--- src/rtl/regfile_wb_arbiter.sv ---
// Register-file writeback arbiter: merges ALU and load writebacks into one write port.
// Fixed priority (mem over alu) with anti-starvation by default; define WB_RR_EN for strict round-robin.
module regfile_wb_arbiter (
  input  logic        clk,
  input  logic        reset,
  input  logic        alu_valid,
  input  logic [3:0]  alu_wa,
  input  logic [31:0] alu_wd,
  output logic        alu_ready,
  input  logic        mem_valid,
  input  logic [3:0]  mem_wa,
  input  logic [31:0] mem_wd,
  output logic        mem_ready,
  output logic        we3,
  output logic [3:0]  wa3,
  output logic [31:0] wd3,
  output logic [14:0] pend,
  output logic        r15_drop
);

  // Handshake: a requester holds valid and payload until it sees ready=1 in the
  // same cycle; ready is combinational and never asserted without valid or in reset.

  logic [1:0]  starv;
  logic        alu_grant;
  logic        mem_grant;
  logic        any_grant;
  logic [3:0]  sel_wa;
  logic [31:0] sel_wd;

`ifdef WB_RR_EN
  logic rr_mem;

  always_comb begin
    alu_grant = 1'b0;
    mem_grant = 1'b0;
    if (reset) begin
      if (alu_valid && mem_valid) begin
        mem_grant = rr_mem;
        alu_grant = !rr_mem;
      end else begin
        alu_grant = alu_valid;
        mem_grant = mem_valid;
      end
    end
  end
`else
  always_comb begin
    alu_grant = 1'b0;
    mem_grant = 1'b0;
    if (reset) begin
      // A saturated starvation count lets the ALU jump ahead of a waiting load.
      if (alu_valid && (starv == 2'd3 || !mem_valid)) begin
        alu_grant = 1'b1;
      end else if (mem_valid) begin
        mem_grant = 1'b1;
      end
    end
  end
`endif

  assign alu_ready = alu_grant;
  assign mem_ready = mem_grant;
  assign any_grant = alu_grant || mem_grant;
  assign sel_wa    = mem_grant ? mem_wa : alu_wa;
  assign sel_wd    = mem_grant ? mem_wd : alu_wd;

  always_ff @(posedge clk) begin
    if (!reset) begin
      we3      <= 1'b0;
      wa3      <= 4'h0;
      wd3      <= 32'h0;
      r15_drop <= 1'b0;
    end else begin
      // r15 is not a real register: the slot is consumed but nothing is written.
      we3      <= any_grant && (sel_wa != 4'hF);
      r15_drop <= any_grant && (sel_wa == 4'hF);
      if (any_grant) begin
        wa3 <= sel_wa;
        wd3 <= sel_wd;
      end
    end
  end

`ifdef WB_RR_EN
  always_ff @(posedge clk) begin
    if (!reset) begin
      rr_mem <= 1'b1;
      starv  <= 2'd0;
    end else begin
      starv <= 2'd0;
      if (mem_grant) begin
        rr_mem <= 1'b0;
      end else if (alu_grant) begin
        rr_mem <= 1'b1;
      end
    end
  end

  always_ff @(posedge clk) begin
    if (reset) begin
      assert (starv == 2'd0);
    end
  end
`else
  always_ff @(posedge clk) begin
    if (!reset) begin
      starv <= 2'd0;
    end else if (alu_grant) begin
      starv <= 2'd0;
    end else if (alu_valid && starv != 2'd3) begin
      starv <= starv + 2'd1;
    end
  end
`endif

  always_comb begin
    pend = '0;
    for (int i = 0; i < 15; i++) begin
      pend[i] = we3 && (wa3 == 4'(i));
    end
  end

  always_ff @(posedge clk) begin
    assert (!(alu_ready && mem_ready));
    assert (!(alu_ready && !alu_valid));
    assert (!(mem_ready && !mem_valid));
  end

endmodule

--- config.mk ---
export PLATFORM = sky130hd
export DESIGN_NAME = regfile_wb_arbiter
export DESIGN_NICKNAME = d
export VERILOG_FILES = /design/src/rtl/regfile_wb_arbiter.sv
export SDC_FILE = /design/constraint.sdc
export NUM_CORES = 1
export LEC_CHECK = 0
export BUFFER_PORTS_ARGS = -buffer_cell sky130_fd_sc_hd__buf_2
export CORE_AREA = 5 5 75 77
export CTS_CLUSTER_SIZE = 8
export DETAILED_ROUTE_END_ITERATION = 10
export DIE_AREA = 0 0 80 82
export MAX_ROUTING_LAYER = met4
export PLACE_DENSITY_LB_ADDON = 0.08
export REMOVE_ABC_BUFFERS = 1
export SLEW_MARGIN = 20
export SYNTH_ARGS = -nofsm -noshare
export SYNTH_HDL_FRONTEND = slang
export SYNTH_SLANG_ARGS = --single-unit
--- constraint.sdc ---
create_clock -name clk -period 1.5 [get_ports clk]
set_input_delay 0.15 -clock clk [delete_from_list [all_inputs] [get_ports clk]]
set_output_delay 0.15 -clock clk [all_outputs]
set_load 0.02 [all_outputs]
### Word level (Yosys, flattened, before mapping)

Cells that the tools add are included.

| storage, ports and cells | value |
|---|---|
| flip-flop bits (word level) | 40 |
| input port bits | 76 |
| output and inout port bits | 55 |
| logic and storage cells | 56 |

| cells by class | value |
|---|---|
| $add $sub $neg | 1 |
| equality and inequality tests | 18 |
| multiplexer cells | 7 |
| bitwise logic cells | 1 |
| reductions and logical operators | 24 |

Operator list:

| cell | number |
|---|---|
| $eq A4 B4 Y1 const B | 8 |
| $mux W32 | 1 |
| $logic_and A1 B1 Y1 | 19 |
| $eq A4 B3 Y1 const B | 4 |
| $eq A4 B2 Y1 const B | 2 |
| $mux W1 | 5 |
| $eq A4 B1 Y1 const B | 1 |
| $logic_not A4 Y1 | 1 |
| $mux W4 | 1 |
| $ne A4 B4 Y1 const B | 1 |
| $add A2 B1 Y2 const B | 1 |
| $eq A2 B2 Y1 const B | 1 |
| $logic_or A1 B1 Y1 | 2 |
| $ne A2 B2 Y1 const B | 1 |
| $reduce_or A2 Y1 | 1 |
| $logic_not A1 Y1 | 1 |
| $not A1 Y1 | 1 |

### Logic depth before layout (Yosys ltp)

Gate-level depths: netlist (run 1).

| logic depth | value |
|---|---|
| depth after elaboration | 8 |
| depth in mapped cells | 6 |
| mapped depth without buffers | 5 |

### Worst setup path after synthesis (run 1)

OpenSTA, ideal clock, no wires.

| path | value |
|---|---|
| kind | flip-flop to output port |
| start point | reg we3 |
| end point | out pend[0] |
| data arrival time | 1.363 ns |
| data required time | 1.350 ns |
| slack | -0.013 ns |
| cell stages (with the launch flop) | 3 |
| path buffers | 0 |
| cells stage by stage | dfxtp_1 or3b_1 nor3_1 |

| between the ends | value |
|---|---|
| longest elaborated chain between the ends | 1 |

RTL lines:

| item | RTL line | text |
|---|---|---|
| start, declared | 14 | `output logic we3,` |
| start signal, assigned | 76 | `we3 <= any_grant && (sel_wa != 4'hF);` |
| $logic_and A1 B1 Y1 | 120 | `pend[i] = we3 && (wa3 == 4'(i));` |
| end, declared | 17 | `output logic [14:0] pend,` |

Every way passes these cells.

### Worst setup path in the final report (run 1)

| path | value |
|---|---|
| start point | reg wa3[1] |
| end point | out pend[8] |

| between the ends | value |
|---|---|
| longest elaborated chain between the ends | 2 |

RTL lines:

| item | RTL line | text |
|---|---|---|
| start, declared | 15 | `output logic [3:0] wa3,` |
| start signal, assigned | 79 | `wa3 <= sel_wa;` |
| $eq A4 B4 Y1 | 120 |  |
| $logic_and A1 B1 Y1 | 120 |  |

Every way passes these cells.

==> results.py, run 1 <==
metrics = {
    "yosys": {
        "synth_fa_ha_area_frac": 0.006305,
        "async_flop_share": 0,
        "synth_mux_area_frac": 0,
        "synth_compound_area_frac": 0.1570,
        "yosys.area_share.simple": 0.3468,
        "synth_cell_type_count": 25,
        "ys_seq_area_frac": 0.4035,
        "synth_top_family_by_area": "simple AND/OR/NAND/NOR gates",
        "synth_cells": 256,
        "syn_avg_cell_area_um2": 7.752,
        "synth_xor_area_frac": 0,
        "yosys_warnings": 0,
        "synthFlopType": "dfxtp_1",
        "synth_seq_cells": 40,
        "synth_edf_count": 0,
        "syn_area_um2": 1984,
    },
    "finish": {
        "final_common_cell": "buf_2",
        "final_cell_mix": "buf_2, nand3_1, a31oi_1",
        "fin_util": 0.5789,
        "fin_area_um2": 2863,
        "drive_gt1_frac": 0.4349,
        "layout.nets": 461,
        "syn2layout_area_growth_pct": 44.26,
        "diodes": 0,
    },
    "die": {
        "die_h_um": 82,
        "core_um2": 4945,
        "die_area_um2": 6560,
        "num_rows": 26,
        "chipWidth_um": 80,
        "io_pins": 131,
        "initial_core_util": 0.4013,
    },
    "outcome": {
        "status": "finished clean",
    },
    "place": {
        "port_buffers": 130,
        "post-dp-hpwl_um": 5015,
        "place_congestion": 0.8874,
        "preCtsSetupSlack_ps": 194.1,
        "dpl_cell_area_um2": 2703,
    },
    "drt": {
        "dr_total_vias": 2449,
        "drt-total-wl_um": 6855,
        "routedWlPerCell_um": 15.10,
        "vias_per_cell": 5.394,
        "dr.first_iter.drc_count": 145,
        "ant_nets": 0,
        "drcViolationCount": 0,
        "firstDrtPassIters": 4,
    },
    "clocking": {
        "cts_buffer_depth": 2,
        "cts.sinks": 40,
        "root_buffer": "clkbuf_8",
        "holdBufCountCts": 0,
        "clk_pin_slew_ps": 80,
        "cts_htree_levels": 2,
        "numCtsBuffers": 5,
        "clock_latency_ps": 290,
        "cts_tree": "done",
    },
    "setup_path": {
        "crit_fanout": 6,
        "slowest_stage": "or3b_4",
        "setup.worst_path.end_class": "output pin",
        "max_stage_delay_ps": 440,
        "critical_path.top_delay_family": "simple AND/OR/NAND/NOR gates",
        "worstPathCellList": "or3b_4 > nor2_1 > buf_4",
        "critPathKind": "flop to output pin",
        "critPathRequiredTime_ps": 1350,
        "r2r_slack_ps": 210,
        "cp.buffers_inverters": 1,
        "crit_arrival_ps": 1350,
        "critPathLaunchType": "flop",
    },
    "sta": {
        "finalHoldViolations": 0,
        "slew_headroom": 0.8369,
        "rsz0062_at_grt": "yes",
        "slew_violations": 0,
        "setup_viol": 0,
        "fin_crit_ps": 1499,
        "fin_skew_ps": 4.911,
        "finalCritPeriodShare": 0.9996,
        "max_freq_mhz": 667.0,
        "worst_slew_pin_slew_ps": 242.5,
        "setup_ws_ps": 0.6637,
    },
    "grt": {
        "use_met1": 0.2583,
        "grt_overflow_total": 0,
        "grt_pass1_wl_um": 10830,
        "grt_use_met3": 0.04167,
        "first_global_vias": 2380,
        "grt_use_met2": 0.3477,
        "top_usage_layer": "met2",
        "track_usage": 0.2114,
        "antenna_found_initial": 0,
        "grt_max_degree": 24,
    },
    "run": {
        "drv_cap": 0,
    },
    "power": {
        "post-layout-total-power_w": 0.002483,
        "power.leakage_nw": 1.292,
        "vdd_drop_max_mv": 0.3818,
        "powerDensity_nw_per_um2": 867.4,
    },
    "min_path": {
        "hp-class": "input port to flop",
    },
}
[through the flow]
stage                     hold slack, ps  setup TNS, ps  cells
after floorplan                    279.0          -3388    229
after global placement             420.0              0    446
after detailed placement           425.8              0    446
after CTS                          105.9              0    453
after global routing               122.2         -181.5    454
final                              116.1              0    454
[layer usage]
layer / share of wire / routed length (µm)
met5: 0 / 0
met2: 0.49 / 3366
met3: 0.077 / 531
met4: 0.017 / 114
met1: 0.41 / 2843
[area by class of cell]
cell class                      instances  area [µm²]
Sequential cell                        40       808.3
Timing Repair Buffer                  148       818.3
Clock buffer                            7       96.34
Multi-Input combinational cell        186        1041
Fill cell                             503        2082
Tap cell                               70       87.58
Inverter                                3       11.26
[report_power, final]
| part | switching [W] | internal (W) |
|---|---|---|
| sequential | 0.0000423 | 0.00113 |
| combinational | 0.000318 | 0.000223 |
| clock | 0.000364 | 0.000410 |
[sequential cells by signal, summed over array words and instances (netlist names)]
register and cells:
r15_drop 1, starv 2, wa3 4, we3 1, wd3 32
[what timing repair did]
item                                    4_1_cts  5_1_grt
endpoints found under the setup margin        5        6
gates resized for setup                       6       13
buffers inserted                              0        1
pin swaps                                     0        1
hold endpoints to repair                      0        0
[cells in the mapped netlist (all sizes together), types with 2 or more instances]
library cell	count	area [µm²]
a21oi	2	10.01
a31oi	36	225.2
inv	3	11.26
dfxtp	40	800.8
nor3	4	20.02
nand3b	3	22.52
nand3	39	195.2
nand2	35	133.9
o31ai	4	30.03
nor2	12	45.04
nand2b	5	31.28
nand4	34	212.7
buf	21	137.6
and2	2	12.51
o21ai	5	28.78
clkbuf	6	22.52
[worst min-delay path: cells and delay by family]
family                 cells  cell delay (ps)
buffers and inverters      1               90
AO/OA/AOI/OAI              1               60
AND/OR/NAND/NOR            1               50
[path summary, 6_finish.rpt]
path / startpoint / endpoint / cells past startpoint
setup reg to reg: starv[0]$_SDFFE_PP0P_ / wa3[2]$_SDFFE_PN0P_ / 5
hold reg to reg: wd3[20]$_SDFFE_PN0P_ / wd3[20]$_SDFFE_PN0P_ / 2
hold / removal: alu_wd[30] / wd3[30]$_SDFFE_PN0P_ / 3
setup / recovery: wa3[1]$_SDFFE_PN0P_ / pend[8] / 3
[logic make-up after synthesis]
logic type,after synthesis
buf+inv,30
compound gates,49
fa+ha+maj,1
simple gates,136
flops,40
No activity file was read; power rests on OpenSTA's default activity.
==> inputs of run 2 (changes only) <==
--- a/config.mk
+++ b/config.mk
@@ -6,10 +6,11 @@
 export NUM_CORES = 1
 export LEC_CHECK = 0
 export BUFFER_PORTS_ARGS = -buffer_cell sky130_fd_sc_hd__buf_2
-export CORE_AREA = 5 5 75 77
+export CAP_MARGIN = 0
+export CORE_AREA = 10 10 80 82
 export CTS_CLUSTER_SIZE = 8
 export DETAILED_ROUTE_END_ITERATION = 10
-export DIE_AREA = 0 0 80 82
+export DIE_AREA = 0 0 90 92
 export MAX_ROUTING_LAYER = met4
 export PLACE_DENSITY_LB_ADDON = 0.08
 export REMOVE_ABC_BUFFERS = 1
==> results.py, run 2 (synthesis results as in run 1) <==
metrics = {
    "die": {
        "die_area_um2": 8280,
        "core_um2": 4912,
        "chipWidth_um": 90,
        "initial_core_util": 0.4040,
        "io_pins": 131,
        "die_h_um": 92,
        "num_rows": 26,
    },
    "drt": {
        "dr.first_iter.drc_count": 141,
        "vias_per_cell": 5.374,
        "drt-total-wl_um": 7571,
        "ant_nets": 0,
        "routedWlPerCell_um": 16.68,
        "firstDrtPassIters": 4,
        "dr_total_vias": 2440,
        "drcViolationCount": 0,
    },
    "finish": {
        "diodes": 0,
        "layout.nets": 460,
        "largestRegisters": "wd3: 32 flops, wa3: 4 flops, starv: 2 flops",
        "top_register": "wd3",
        "largest_reg_flops": 32,
        "fin_util": 0.5843,
        "fin_area_um2": 2870,
        "nFillCells": 474,
        "final_cells": 454,
        "final_common_cell": "buf_2",
        "syn2layout_area_growth_pct": 44.64,
        "final_cell_mix": "buf_2, nand3_1, a31oi_1",
        "drive_gt1_frac": 0.4323,
    },
    "clocking": {
        "numCtsBuffers": 5,
        "holdBufCountCts": 0,
        "cts_htree_levels": 2,
        "cts_tree": "done",
        "cts.sinks": 40,
        "clock_latency_ps": 290,
        "root_buffer": "clkbuf_8",
        "clk_pin_slew_ps": 80,
        "cts_buffer_depth": 2,
    },
    "sta": {
        "slew_violations": 0,
        "fin_skew_ps": 9.019,
        "finalHoldViolations": 0,
        "fin_crit_ps": 1477,
        "setup_ws_ps": 23.35,
        "slew_headroom": 0.7709,
        "max_freq_mhz": 677.2,
        "finalCritPeriodShare": 0.9844,
        "worst_slew_pin_slew_ps": 343.7,
        "setup_viol": 0,
        "rsz0062_at_grt": "yes",
    },
    "grt": {
        "grt_max_degree": 37,
        "track_usage": 0.1786,
        "grt_pass1_wl_um": 12150,
        "first_global_vias": 2430,
        "antenna_found_initial": 0,
        "grt_overflow_total": 0,
    },
    "setup_path": {
        "critPathLaunchType": "flop",
        "max_stage_delay_ps": 400,
        "critPathRequiredTime_ps": 1350,
        "crit_arrival_ps": 1330,
        "worstPathCellList": "or3b_4 > nor3_2 > buf_4",
        "crit_fanout": 6,
        "critPathKind": "flop to output pin",
        "startpoint": "wa3[2]$_SDFFE_PN0P_",
        "slowest_stage": "or3b_4",
        "setup.worst_path.end_class": "output pin",
        "r2r_start": "starv[0]$_SDFFE_PP0P_",
    },
    "place": {
        "place_congestion": 0.8346,
        "dpl_cell_area_um2": 2683,
        "port_buffers": 130,
        "preCtsSetupSlack_ps": 216.2,
        "post-dp-hpwl_um": 5331,
        "dpl.cell_count": 440,
    },
    "run": {
        "drv_cap": 0,
    },
    "power": {
        "power.leakage_nw": 1.294,
        "vdd_drop_max_mv": 0.4853,
        "powerDensity_nw_per_um2": 858.8,
    },
    "min_path": {
        "holdCritStartpoint": "alu_wd[6]",
        "hp-class": "input port to flop",
    },
    "outcome": {
        "status": "finished clean",
    },
}
==> run 2: per-stage QoR <==
step,total power (W),setup TNS [ps],hold WS [ps]
global placement,0.001713,0,419.3
floorplan,0.001429,-3388,279.0
detailed placement,0.001715,0,424.1
finish,0.002465,0,115.8
global route,0.002594,-78.04,109.1
CTS,0.002474,0,105.9
==> run 2: final cells by class <==
cell class / instances / area (µm²) / share of cell area
clock buffers: 7 / 86.33 / 0.03008
clock inverters: 1 / 7.507 / 0.002616
inverters: 3 / 11.26 / 0.003923
multi-input cells: 186 / 1037 / 0.3614
flip-flops and latches: 40 / 809.5 / 0.2820
well taps: 70 / 87.58 / 0.03051
repair buffers: 147 / 830.8 / 0.2895
==> run 2: what timing repair did <==
item | in CTS | in global routing
setup buffers | 4 | 2
pin swaps | 1 | 0
endpoints found under the setup margin | 6 | 5
gates resized for setup | 8 | 10
==> run 2: metal layers <==
metal / vias to the layer above / global-route usage / share of wire
li1: 1209 / - / -
met1: 1102 / 0.2268 / 0.46
met2: 122 / 0.2657 / 0.45
met3: 7 / 0.05949 / 0.078
met4: 0 / 0.04775 / 0.0091
met5: - / - / 0
==> run 2: critical path: cells and delay by family, from the launching register on <==
| family | cells | cell delay, ps |
|---|---|---|
| buf+inv | 1 | 160 |
| flops | 1 | 360 |
| simple gates | 2 | 520 |
==> run 2: power breakdown <==
part	total, W	internal (W)	switching (W)
clock network	0.000751	0.000374	0.000377
registers	0.00116	0.00113	0.0000382
logic	0.000550	0.000227	0.000324
==> run 2: final timing paths <==
path	cells after the start	slack (ps)	to
min reg2reg	2	480	starv[1]$_SDFFE_PP0P_
max reg2reg	6	160	wa3[2]$_SDFFE_PN0P_
max	3	20	pend[0]
min	3	120	wd3[6]$_SDFFE_PN0P_
